$ cat config.mk
export PLATFORM = sky130hd
export DESIGN_NAME = wb_merge_queue_flat
export DESIGN_NICKNAME = d
export VERILOG_FILES = /design/src/rtl/wb_merge_queue_pkg.sv /design/src/rtl/wb_merge_queue_if.sv /design/src/rtl/wb_merge_queue_age_match.sv /design/src/rtl/wb_merge_queue.sv /design/src/flat_wrapper.sv
export SDC_FILE = /design/constraint.sdc
export NUM_CORES = 1
export LEC_CHECK = 0
export CAP_MARGIN = 30
export CELL_PAD_IN_SITES_DETAIL_PLACEMENT = 1
export CELL_PAD_IN_SITES_GLOBAL_PLACEMENT = 2
export CORE_MARGIN = 2
export CORE_UTILIZATION = 32
export DETAILED_ROUTE_END_ITERATION = 12
export PLACE_DENSITY_LB_ADDON = 0.1
export SLEW_MARGIN = 20
export SYNTH_ARGS = -nofsm -noshare
export SYNTH_HDL_FRONTEND = slang
export SYNTH_SLANG_ARGS = --single-unit
$ cat constraint.sdc
create_clock -name clk -period 3.1 [get_ports clk]
set_input_delay 0.775 -clock clk [delete_from_list [all_inputs] [get_ports clk]]
set_output_delay 0.775 -clock clk [all_outputs]
set_load 0.005 [all_outputs]
$ cat src/rtl/wb_merge_queue_pkg.sv
// Shared writeback types (package combined_wire).
// Holds the register-write request format used by the execute/memory stages,
// the storage format of a writeback merge queue entry, and small helpers
// shared by the queue and its forwarding search.
package combined_wire;

    localparam int REG_AW = 5;
    localparam int WORD_W = 32;

    typedef logic [REG_AW-1:0] reg_addr;
    typedef logic [WORD_W-1:0] word_t;

    typedef struct packed {
        logic    reg_write_enable;
        reg_addr reg_dest_addr;
        word_t   reg_write_data;
    } reg_writer;

    // A stored entry is always a real write; its validity comes from
    // lying inside the head..head+count-1 occupancy window.
    typedef struct packed {
        reg_addr dest;
        word_t   data;
    } wbq_entry_t;

    // Bound of the youngest-match search: an entry at age offset `age`
    // from the head is live only while it is below the occupancy count.
    function automatic logic wbq_age_live(input int unsigned age, input int unsigned count);
        return age < count;
    endfunction

    // Writes to x0 or with the enable low never reach the register file.
    function automatic logic wbq_storable(input reg_writer w);
        return w.reg_write_enable && (w.reg_dest_addr != '0);
    endfunction

endpackage

$ cat src/rtl/wb_merge_queue_if.sv
// Writeback merge queue bus.
// Bundles the producer channels, the register-file retire port and the
// forwarding lookup ports.
//   master : producers / register file / decode side
//   slave  : the queue itself
interface wb_merge_queue_if #(
    parameter int NUM_CH = 2,
    parameter int NUM_RD = 2
);
    import combined_wire::*;

    logic [NUM_CH-1:0] in_valid;
    reg_writer         in_wr [NUM_CH];
    logic [NUM_CH-1:0] in_ready;

    logic              out_valid;
    reg_writer         out_wr;
    logic              out_ready;

    reg_addr           rd_addr [NUM_RD];
    logic [NUM_RD-1:0] rd_hit;
    word_t             rd_data [NUM_RD];

    modport master (
        output in_valid, in_wr, out_ready, rd_addr,
        input  in_ready, out_valid, out_wr, rd_hit, rd_data
    );

    modport slave (
        input  in_valid, in_wr, out_ready, rd_addr,
        output in_ready, out_valid, out_wr, rd_hit, rd_data
    );
endinterface

$ cat src/rtl/wb_merge_queue_age_match.sv
// wbq_age_match: youngest-pending-write lookup for one read address.
// Ports:
//   entries : queue storage array
//   head    : oldest entry slot
//   count   : number of occupied entries
//   addr    : register address being looked up
//   hit     : a live entry writes addr (never for x0)
//   data    : value of the youngest such entry, 0 when no hit
module wbq_age_match
    import combined_wire::*;
#(
    parameter int DEPTH = 4
) (
    input  wbq_entry_t                entries [DEPTH],
    input  logic [$clog2(DEPTH)-1:0]  head,
    input  logic [$clog2(DEPTH):0]    count,
    input  reg_addr                   addr,
    output logic                      hit,
    output word_t                     data
);
    localparam int PW = $clog2(DEPTH);

    logic [PW-1:0] slot;

    // Walking from oldest to youngest and letting later matches overwrite
    // earlier ones yields the same result as stopping at the first match
    // when scanning from tail-1 back to head.
    always_comb begin
        hit  = 1'b0;
        data = '0;
        slot = '0;
        for (int k = 0; k < DEPTH; k++) begin
            slot = head + PW'(k);
            if (wbq_age_live(unsigned'(k), 32'(count)) && (addr != '0) &&
                (entries[slot].dest == addr)) begin
                hit  = 1'b1;
                data = entries[slot].data;
            end
        end
    end
endmodule

$ cat src/rtl/wb_merge_queue.sv
// wb_merge_queue: age-ordered writeback merge queue in front of the register
// file. Accepts up to NUM_CH writes per cycle, retires one per cycle.
// Ports:
//   clk, reset_n : clock, asynchronous active-low reset
//   flush        : synchronous clear of all entries
//   bus (slave)  : producer channels, retire port, forwarding lookups
//   count        : occupied entries
// Build option: define WB_FORWARD_EN to build the forwarding search;
// otherwise rd_hit/rd_data are tied to zero.
module wb_merge_queue
    import combined_wire::*;
#(
    parameter int NUM_CH = 2,
    parameter int DEPTH  = 4,
    parameter int NUM_RD = 2
) (
    input  logic                   clk,
    input  logic                   reset_n,
    input  logic                   flush,
    wb_merge_queue_if.slave        bus,
    output logic [$clog2(DEPTH):0] count
);
    localparam int PW = $clog2(DEPTH);
    localparam int CW = PW + 1;

    logic [PW-1:0]     head_q, head_d, tail_q, tail_d;
    logic [CW-1:0]     count_q, count_d;
    wbq_entry_t        mem_q [DEPTH];
    wbq_entry_t        mem_d [DEPTH];

    logic [NUM_CH-1:0] rdy_c;
    logic [31:0]       free_c, need_c, wr_n;
    logic [PW-1:0]     slot_c;
    logic              out_valid_c, deq;

    assign out_valid_c = (count_q != '0);
    assign deq         = out_valid_c && bus.out_ready;

    // Credit is the free space at the start of the cycle only; a dequeue in
    // the same cycle does not make room. Because `need_c` only grows, once a
    // channel is refused every later storable channel is refused too, so
    // the accepted requests are always a prefix and land in consecutive slots.
    always_comb begin
        mem_d  = mem_q;
        rdy_c  = '0;
        free_c = 32'(DEPTH) - 32'(count_q);
        need_c = '0;
        wr_n   = '0;
        slot_c = '0;
        for (int i = 0; i < NUM_CH; i++) begin
            rdy_c[i] = flush || !wbq_storable(bus.in_wr[i]) || (free_c > need_c);
            if (bus.in_valid[i] && wbq_storable(bus.in_wr[i])) begin
                if (!flush && (free_c > need_c)) begin
                    slot_c        = tail_q + PW'(wr_n);
                    mem_d[slot_c] = '{dest: bus.in_wr[i].reg_dest_addr,
                                      data: bus.in_wr[i].reg_write_data};
                    wr_n          = wr_n + 32'd1;
                end
                need_c = need_c + 32'd1;
            end
        end
    end

    always_comb begin
        if (flush) begin
            head_d  = '0;
            tail_d  = '0;
            count_d = '0;
        end else begin
            head_d  = head_q + PW'(deq);
            tail_d  = tail_q + PW'(wr_n);
            count_d = count_q + CW'(wr_n) - CW'(deq);
        end
    end

    always_ff @(posedge clk or negedge reset_n) begin
        if (!reset_n) begin
            head_q  <= '0;
            tail_q  <= '0;
            count_q <= '0;
        end else begin
            head_q  <= head_d;
            tail_q  <= tail_d;
            count_q <= count_d;
        end
    end

    // Storage is qualified by the occupancy window, so it needs no reset.
    always_ff @(posedge clk) begin
        mem_q <= mem_d;
    end

    assign bus.in_ready  = rdy_c;
    assign bus.out_valid = out_valid_c;
    assign bus.out_wr    = out_valid_c ? '{reg_write_enable: 1'b1,
                                           reg_dest_addr:    mem_q[head_q].dest,
                                           reg_write_data:   mem_q[head_q].data}
                                       : '0;
    assign count         = count_q;

    logic [NUM_RD-1:0] hit_c;
    word_t             data_c [NUM_RD];

`ifdef WB_FORWARD_EN
    for (genvar r = 0; r < NUM_RD; r++) begin : g_fwd
        wbq_age_match #(.DEPTH(DEPTH)) u_match (
            .entries (mem_q),
            .head    (head_q),
            .count   (count_q),
            .addr    (bus.rd_addr[r]),
            .hit     (hit_c[r]),
            .data    (data_c[r])
        );
    end
`else
    logic unused_rd;
    always_comb begin
        unused_rd = 1'b0;
        for (int r = 0; r < NUM_RD; r++) begin
            hit_c[r]  = 1'b0;
            data_c[r] = '0;
            unused_rd = unused_rd ^ (^bus.rd_addr[r]);
        end
    end
`endif

    assign bus.rd_hit  = hit_c;
    assign bus.rd_data = data_c;

endmodule

$ cat src/flat_wrapper.sv
// flat-port wrapper written by rule: the top's interface ports become plain ports
module wb_merge_queue_flat import combined_wire::*;
#(
    parameter int NUM_CH = 2,
    parameter int DEPTH  = 4,
    parameter int NUM_RD = 2
)
  (clk, reset_n, flush, count, bus_in_valid, bus_in_wr, bus_out_ready, bus_rd_addr, bus_in_ready, bus_out_valid, bus_out_wr, bus_rd_hit, bus_rd_data);
  wb_merge_queue_if #(.NUM_CH(NUM_CH), .NUM_RD(NUM_RD)) bus_i ();
  input  logic clk;
  input  logic reset_n;
  input  logic flush;
  output logic [$clog2(DEPTH):0] count;
  input wire logic [$bits(bus_i.in_valid)-1:0] bus_in_valid;
  input wire logic [$bits(bus_i.in_wr)-1:0] bus_in_wr;
  input wire logic [$bits(bus_i.out_ready)-1:0] bus_out_ready;
  input wire logic [$bits(bus_i.rd_addr)-1:0] bus_rd_addr;
  output wire logic [$bits(bus_i.in_ready)-1:0] bus_in_ready;
  output wire logic [$bits(bus_i.out_valid)-1:0] bus_out_valid;
  output wire logic [$bits(bus_i.out_wr)-1:0] bus_out_wr;
  output wire logic [$bits(bus_i.rd_hit)-1:0] bus_rd_hit;
  output wire logic [$bits(bus_i.rd_data)-1:0] bus_rd_data;
  assign bus_i.in_valid = bus_in_valid;
  assign bus_i.in_wr = {>>{bus_in_wr}};
  assign bus_i.out_ready = bus_out_ready;
  assign bus_i.rd_addr = {>>{bus_rd_addr}};
  assign bus_in_ready = bus_i.in_ready;
  assign bus_out_valid = bus_i.out_valid;
  assign bus_out_wr = bus_i.out_wr;
  assign bus_rd_hit = bus_i.rd_hit;
  assign bus_rd_data = {>>{bus_i.rd_data}};
  wb_merge_queue #(.NUM_CH(NUM_CH), .DEPTH(DEPTH), .NUM_RD(NUM_RD)) u_core (.clk(clk), .reset_n(reset_n), .flush(flush), .bus(bus_i), .count(count));
endmodule
==> impl_metrics.json, run 1 <==
{
  "grt_pass1_vias": 6754,
  "worst-path-stages": 14,
  "hpwl_um": 18600,
  "finClkSkew_ps": 12.5,
  "hold_start": "u_core.mem_q[113]",
  "clockBufferDepth": 2,
  "r2r_start": "u_core.count[1]",
  "grt_antenna_before_repair": 4,
  "ys_warn_count": 0,
  "drtIter0Drc": 180,
  "cp_cell_sequence": "dlygate4sd2_1, or3_4, o311ai_4, a211o_2, buf_4, and2_1, ha_1, mux2_4, ha_4, inv_2, fa_2, xnor2_2, xnor2_1, nor2_1",
  "end_kind": "register",
  "dp_cells": 1222,
  "ctsHoldBuffers": 0,
  "synth_edf_count": 0,
  "vias_per_cell": 4.72,
  "grt_max_degree": 26,
  "syn_area_um2": 9790,
  "place.port_buffers": 125,
  "final_common_cell": "mux2_4",
  "synthToLayoutAreaGrowth_pct": 29.2,
  "cp_top_family": "adder cells",
  "maxCapViolCount": 0,
  "setup_tns_ps": 0,
  "rows": 64,
  "ys_seq_area_frac": 0.320,
  "synth_top_area_cell": "mux2_4",
  "fmax_mhz": 329,
  "required_ps": 3410,
  "die_h_um": 179,
  "die_width_um": 179,
  "synth_ff_type": "dfxtp_1",
  "critical_path_class": "input pin to register",
  "syn_area_per_cell_um2": 14.1,
  "fin_crit_ps": 3040,
  "ant_nets": 0,
  "slew_violations": 0,
  "holdWs_ps": 609,
  "critPathArrivalTime_ps": 3350,
  "gr-usage-all-layers": 0.180,
  "grt_pass1_wl_um": 42500,
  "nNetsFinal": 969,
  "ys_async_sr_fraction": 0.0452,
  "ir_drop_mv": 0.409,
  "post-route-period-util": 0.981,
  "slowest_delay_ps": 410,
  "cts.clk_slew.worst_paths_ps": 70,
  "leakage_nw": 5.76,
  "fin_cells": 1279,
  "hold_path.class": "register to register",
  "outcome": "complete, no violations",
  "clock_sinks": 155,
  "min_path_cells": 2,
  "r2r_cells": 15,
  "cp_max_fo": 2,
  "cts.htree.levels": 4,
  "initial_utilization": 0.323,
  "synth_cell_types": 33,
  "finalHoldViolations": 0,
  "die-area_um2": 32000,
  "yosys.area.top_type_share": 0.368,
  "rsz0062_at_grt": "yes",
  "insertion_delay_ps": 430,
  "cp_num_buf_inv": 3,
  "ioPinCount": 202,
  "power_density_nw_per_um2": 905,
  "cts_tree": "built",
  "grt-ovfl-total": 0,
  "finalSetupViolations": 0,
  "vias": 6038,
  "mostFrequentLayoutCells": "241 x mux2_4, 148 x dfxtp_1, 96 x clkdlybuf4s50_1, 66 x conb_1, 56 x mux2_2",
  "critPathSlowestCell": "or3_4",
  "drt_wl_total_um": 28900,
  "drcViolationCount": 0,
  "start_kind": "input pin",
  "drive_gt1_frac": 0.533,
  "drt_pass1_iterations": 4,
  "numCtsBuffers": 17,
  "ys_seq_elements": 155,
  "core_um2": 30300,
  "wl_per_cell_um": 22.6,
  "crit_start": "bus_in_wr[71]",
  "routabilityCongestion": 0.721,
  "clock-root-buffer": "clkbuf_16",
  "synth.area.top_cells": "mux2_4 37%, dfxtp_1 30%, mux4_2 8.5%, mux2_2 6.6%, buf_4 5.1%",
  "total_power_mw": 11.5,
  "synth_cells": 693
}
area by class of cell:
class / instances / area, µm²
diodes: 3 / 7.51
clock buffers: 19 / 433
clock inverters: 13 / 169
fillers: 3056 / 17700
inverters: 8 / 32.5
multi-input cells: 489 / 6210
flip-flops and latches: 155 / 3140
well taps: 396 / 495
repair buffers: 196 / 2160
cell usage after synthesis, types with 2 or more instances:
cell	n
mux2_4	240
dfxtp_1	148
buf_4	67
mux2_2	57
and2_1	38
mux4_2	37
buf_2	14
buf_6	12
clkbuf_1	9
ha_1	9
inv_1	8
dfrtp_1	7
xnor2_1	6
nor2_1	5
nor2b_1	5
buf_1	4
nand4_4	4
nor4_4	4
nand2_1	3
nand2b_1	2
o21ai_0	2
sequential cells by signal, summed over array words and instances, names as in the netlist:
signal and flops:
u_core.head_q 2, u_core.mem_q 148, u_core.tail_q 2, u_core.count 3
layer usage:
layer	wire, µm	GRT usage
met5	13	0
met4	276	0.0417
met3	1010	0.0318
met2	14800	0.320
met1	12900	0.225
where the power goes:
group          internal, mW  switching, mW  leakage (nW)  total [mW]
clock network          1.28          0.928         0.291        2.20
registers              2.80          0.447          1.32        3.24
logic                  3.97           2.03          4.16        6.00
total                  8.05           3.40          5.76        11.5
worst reg2reg max path: cells and delay by family, from the launching register on:
| kind | cells | cell delay (ps) |
|---|---|---|
| fa+ha+maj | 5 | 1110 |
| flops | 1 | 360 |
| compound gates | 1 | 290 |
| mux | 1 | 290 |
| xor+xnor | 2 | 270 |
| simple gates | 3 | 260 |
| buf+inv | 3 | 250 |
path summary, 6_finish.rpt:
kind                                           to  slack [ps]
worst min register to register  u_core.mem_q[113]         610
min in group asynchronous         u_core.count[1]         640
worst min-delay path            u_core.mem_q[113]         610
worst max-delay path              u_core.count[2]          60
max in group asynchronous        u_core.head_q[0]        2130
worst max register to register    u_core.count[2]         150
cells by family (layout without fill, tap and decap cells):
| logic type | count (synthesis) | after routing | synth area share |
|---|---|---|---|
| multiplexers | 334 | 334 | 0.519 |
| buffers and inverters | 114 | 236 | 0.0804 |
| other | 1 | 69 | 0.000383 |
| XOR/XNOR | 7 | 7 | 0.00626 |
| adder cells (fa/ha/maj) | 10 | 10 | 0.0135 |
| AND/OR/NAND/NOR | 66 | 66 | 0.0532 |
| flip-flops | 155 | 155 | 0.320 |
| AO/OA/AOI/OAI | 6 | 6 | 0.00728 |
through the flow:
stage / util / cell area (µm²) / worst slack (ps)
CTS: 0.411 / 12500 / -1.04
detailed placement: 0.385 / 11700 / -623
global route: 0.417 / 12700 / -10.4
global placement: 0.385 / 11700 / -583
floorplan: - / 10100 / -138
finish: 0.417 / 12700 / 59.8
repair_timing:
item | in CTS | in global routing
setup endpoints to repair | 181 | 34
resized for setup | 37 | 19
pin swaps | 6 | 4
gates cloned | 2 | 2
buffers inserted | 8 | 10
endpoints found under the hold margin | 0 | 0
Note: power is estimated with default switching activity, not from simulation.
==> run 2: changes to the inputs <==
--- a/config.mk
+++ b/config.mk
@@ -12,7 +12,7 @@
 export CORE_UTILIZATION = 32
 export DETAILED_ROUTE_END_ITERATION = 12
 export PLACE_DENSITY_LB_ADDON = 0.1
-export SLEW_MARGIN = 20
 export SYNTH_ARGS = -nofsm -noshare
 export SYNTH_HDL_FRONTEND = slang
 export SYNTH_SLANG_ARGS = --single-unit
+export TNS_END_PERCENT = 100
==> results of run 2 <==
The final DEF is identical to that of run 1; final timing and power are the same.
==> variant: new RTL, flow settings as in run 2 <==
`NUM_CH` is set to 2 in 3 places; all go to 4.
--- a/src/rtl/wb_merge_queue_if.sv
+++ b/src/rtl/wb_merge_queue_if.sv
@@ -4,7 +4,7 @@
 //   master : producers / register file / decode side
 //   slave  : the queue itself
 interface wb_merge_queue_if #(
-    parameter int NUM_CH = 2,
+    parameter int NUM_CH = 4,
     parameter int NUM_RD = 2
 );
     import combined_wire::*;
--- a/src/rtl/wb_merge_queue.sv
+++ b/src/rtl/wb_merge_queue.sv
@@ -10,7 +10,7 @@
 module wb_merge_queue
     import combined_wire::*;
 #(
-    parameter int NUM_CH = 2,
+    parameter int NUM_CH = 4,
     parameter int DEPTH  = 4,
     parameter int NUM_RD = 2
 ) (
--- a/src/flat_wrapper.sv
+++ b/src/flat_wrapper.sv
@@ -1,7 +1,7 @@
 // flat-port wrapper written by rule: the top's interface ports become plain ports
 module wb_merge_queue_flat import combined_wire::*;
 #(
-    parameter int NUM_CH = 2,
+    parameter int NUM_CH = 4,
     parameter int DEPTH  = 4,
     parameter int NUM_RD = 2
 )
Interface: changed (resized bus_in_ready, bus_in_valid and bus_in_wr); port bits go from 202 to 282. The function was not compared with the original's and may differ.
==> variant against run 2 <==
The flow now finishes with violations (setup timing). Sequential share of layout area shrank 8.8 points. Total power up 43%. Synthesized cell count is 120% higher. Core utilization is 8.8 points higher. Critical path depth grew 8. Setup slack worse by 1.3 ns. Design area rose by 55%. Sequential cell count unchanged. Non-clock buffer count rose by 294. Routed wire length up 140%. Area after synthesis grew 29%. Critical path type unchanged. Critical endpoint is now u_core.mem_q[72]. Largest cell class unchanged. Largest power group unchanged.
==> variant: results (changes against run 2) <==
Synthesis
  • Commonest cells post-synth: 157 x nand2_1, 153 x nor3_1, 150 x a211o_1
  • Synth top area cells: dfxtp_1 23%, mux2i_1 12%, a211o_1 10%, a31oi_1 6.9%, mux4_2 6.6%
  • Seq/Total Area, Yosys: 24.8% (-7.2 points)
  • Yosys cell types: 56 (+70%)

Global routing
  • Number of global-route vias before repair: 15,300 (+130%)
  • Initial antenna violation count: 2 (-2)

Routing
  • Initial DRT Pass Iterations: 7 (+3)
  • Starting DRT DRC Count: 1,209 (+570%)
  • Routed WL: 70,800 µm (+140%)
  • Routed vias: 14,800 (+140%)

Worst setup path
  • Crit path DAT: 4.73 ns (+1.38 ns)
  • Top delay family on crit path: buffers and inverters

Clock network
  • Post_cts resized: 291 (+690%)
  • Clock Latency Late Sink: 0.46 ns (+0.03 ns)
  • Setup bufs post-CTS: 71 (+63)

Final layout
  • Share of cells above drive strength 1: 28.1% (-25 points)

Power and ir drop
  • LEAKAGE: 8.42 nW (+46%)
  • Seq. pwr: 3.64 mW (+12%)
  • Switching part of the total: 40.1% (+10 points)

Timing
  • Setup Skew: 0.00935 ns (-0.00313 ns)
  • Final setup violation count: 155 (+155)
  • Setup slack after layout: -1.25 ns (-1.31 ns)

Outcome
  • Violated checks: setup timing
  • Status: finished, violations left

Place
  • Gpl congestion: 0.806 (+12%)
-- variant: cell types whose count changed after synthesis, sizes merged, moves of 149 or more --
cell,before,now
mux2,297,0
a211o,1,150
mux2i,0,149
nor3,0,154
a31oi,0,150
nand2,3,158
-- variant: per-stage QoR --
stage               worst slack, ns  instance area [µm²]  instances  hold WS [ns]
global route                  -1.38                19600       2358         0.625
floorplan                     -1.71                13000       1561         0.479
detailed placement            -2.11                16300       2217         0.676
CTS                           -1.18                19400       2352         0.602
finish                        -1.25                19600       2360         0.594
global placement              -2.05                16300       2217         0.662
-- variant: metal layers --
layer	part of all wire, %	global-route usage, %
met1	42	44.1
met2	47	54.8
met3	8.0	6.10
met4	3.7	13.7
met5	0	0
-- variant: area by class of cell --
cell class	instances	area, µm²
multi-input combinational	1150	9200
antenna	2	5.00
fill	4301	19200
clock inverter	9	108
clock buffer	23	499
timing repair buffer	490	5960
inverter	13	61.3
tap	518	648
sequential	155	3140
-- variant: worst paths after layout --
check / start / endpoint / slack [ns] / depth (start not counted)
worst max register to register: u_core.count[0] / u_core.mem_q[72] / -1.05 / 21
worst min register to register: u_core.mem_q[96] / u_core.mem_q[96] / 0.69 / 3
worst min-delay path: reset_n / u_core.tail_q[0] / 0.59 / 1
max in group asynchronous: reset_n / u_core.head_q[1] / 2.22 / 1
min in group clk: u_core.mem_q[96] / u_core.mem_q[96] / 0.69 / 3
worst max-delay path: bus_in_wr[148] / u_core.mem_q[72] / -1.25 / 22
-- variant: cells by family after synthesis --
family	after synthesis	synth area share [%]
mux	186	18.4
other cells	1	0.0297
compound gates	400	24.4
buf+inv	256	10.7
simple gates	465	18.3
fa+ha+maj	19	1.94
flops	155	24.8
xor+xnor	14	1.41
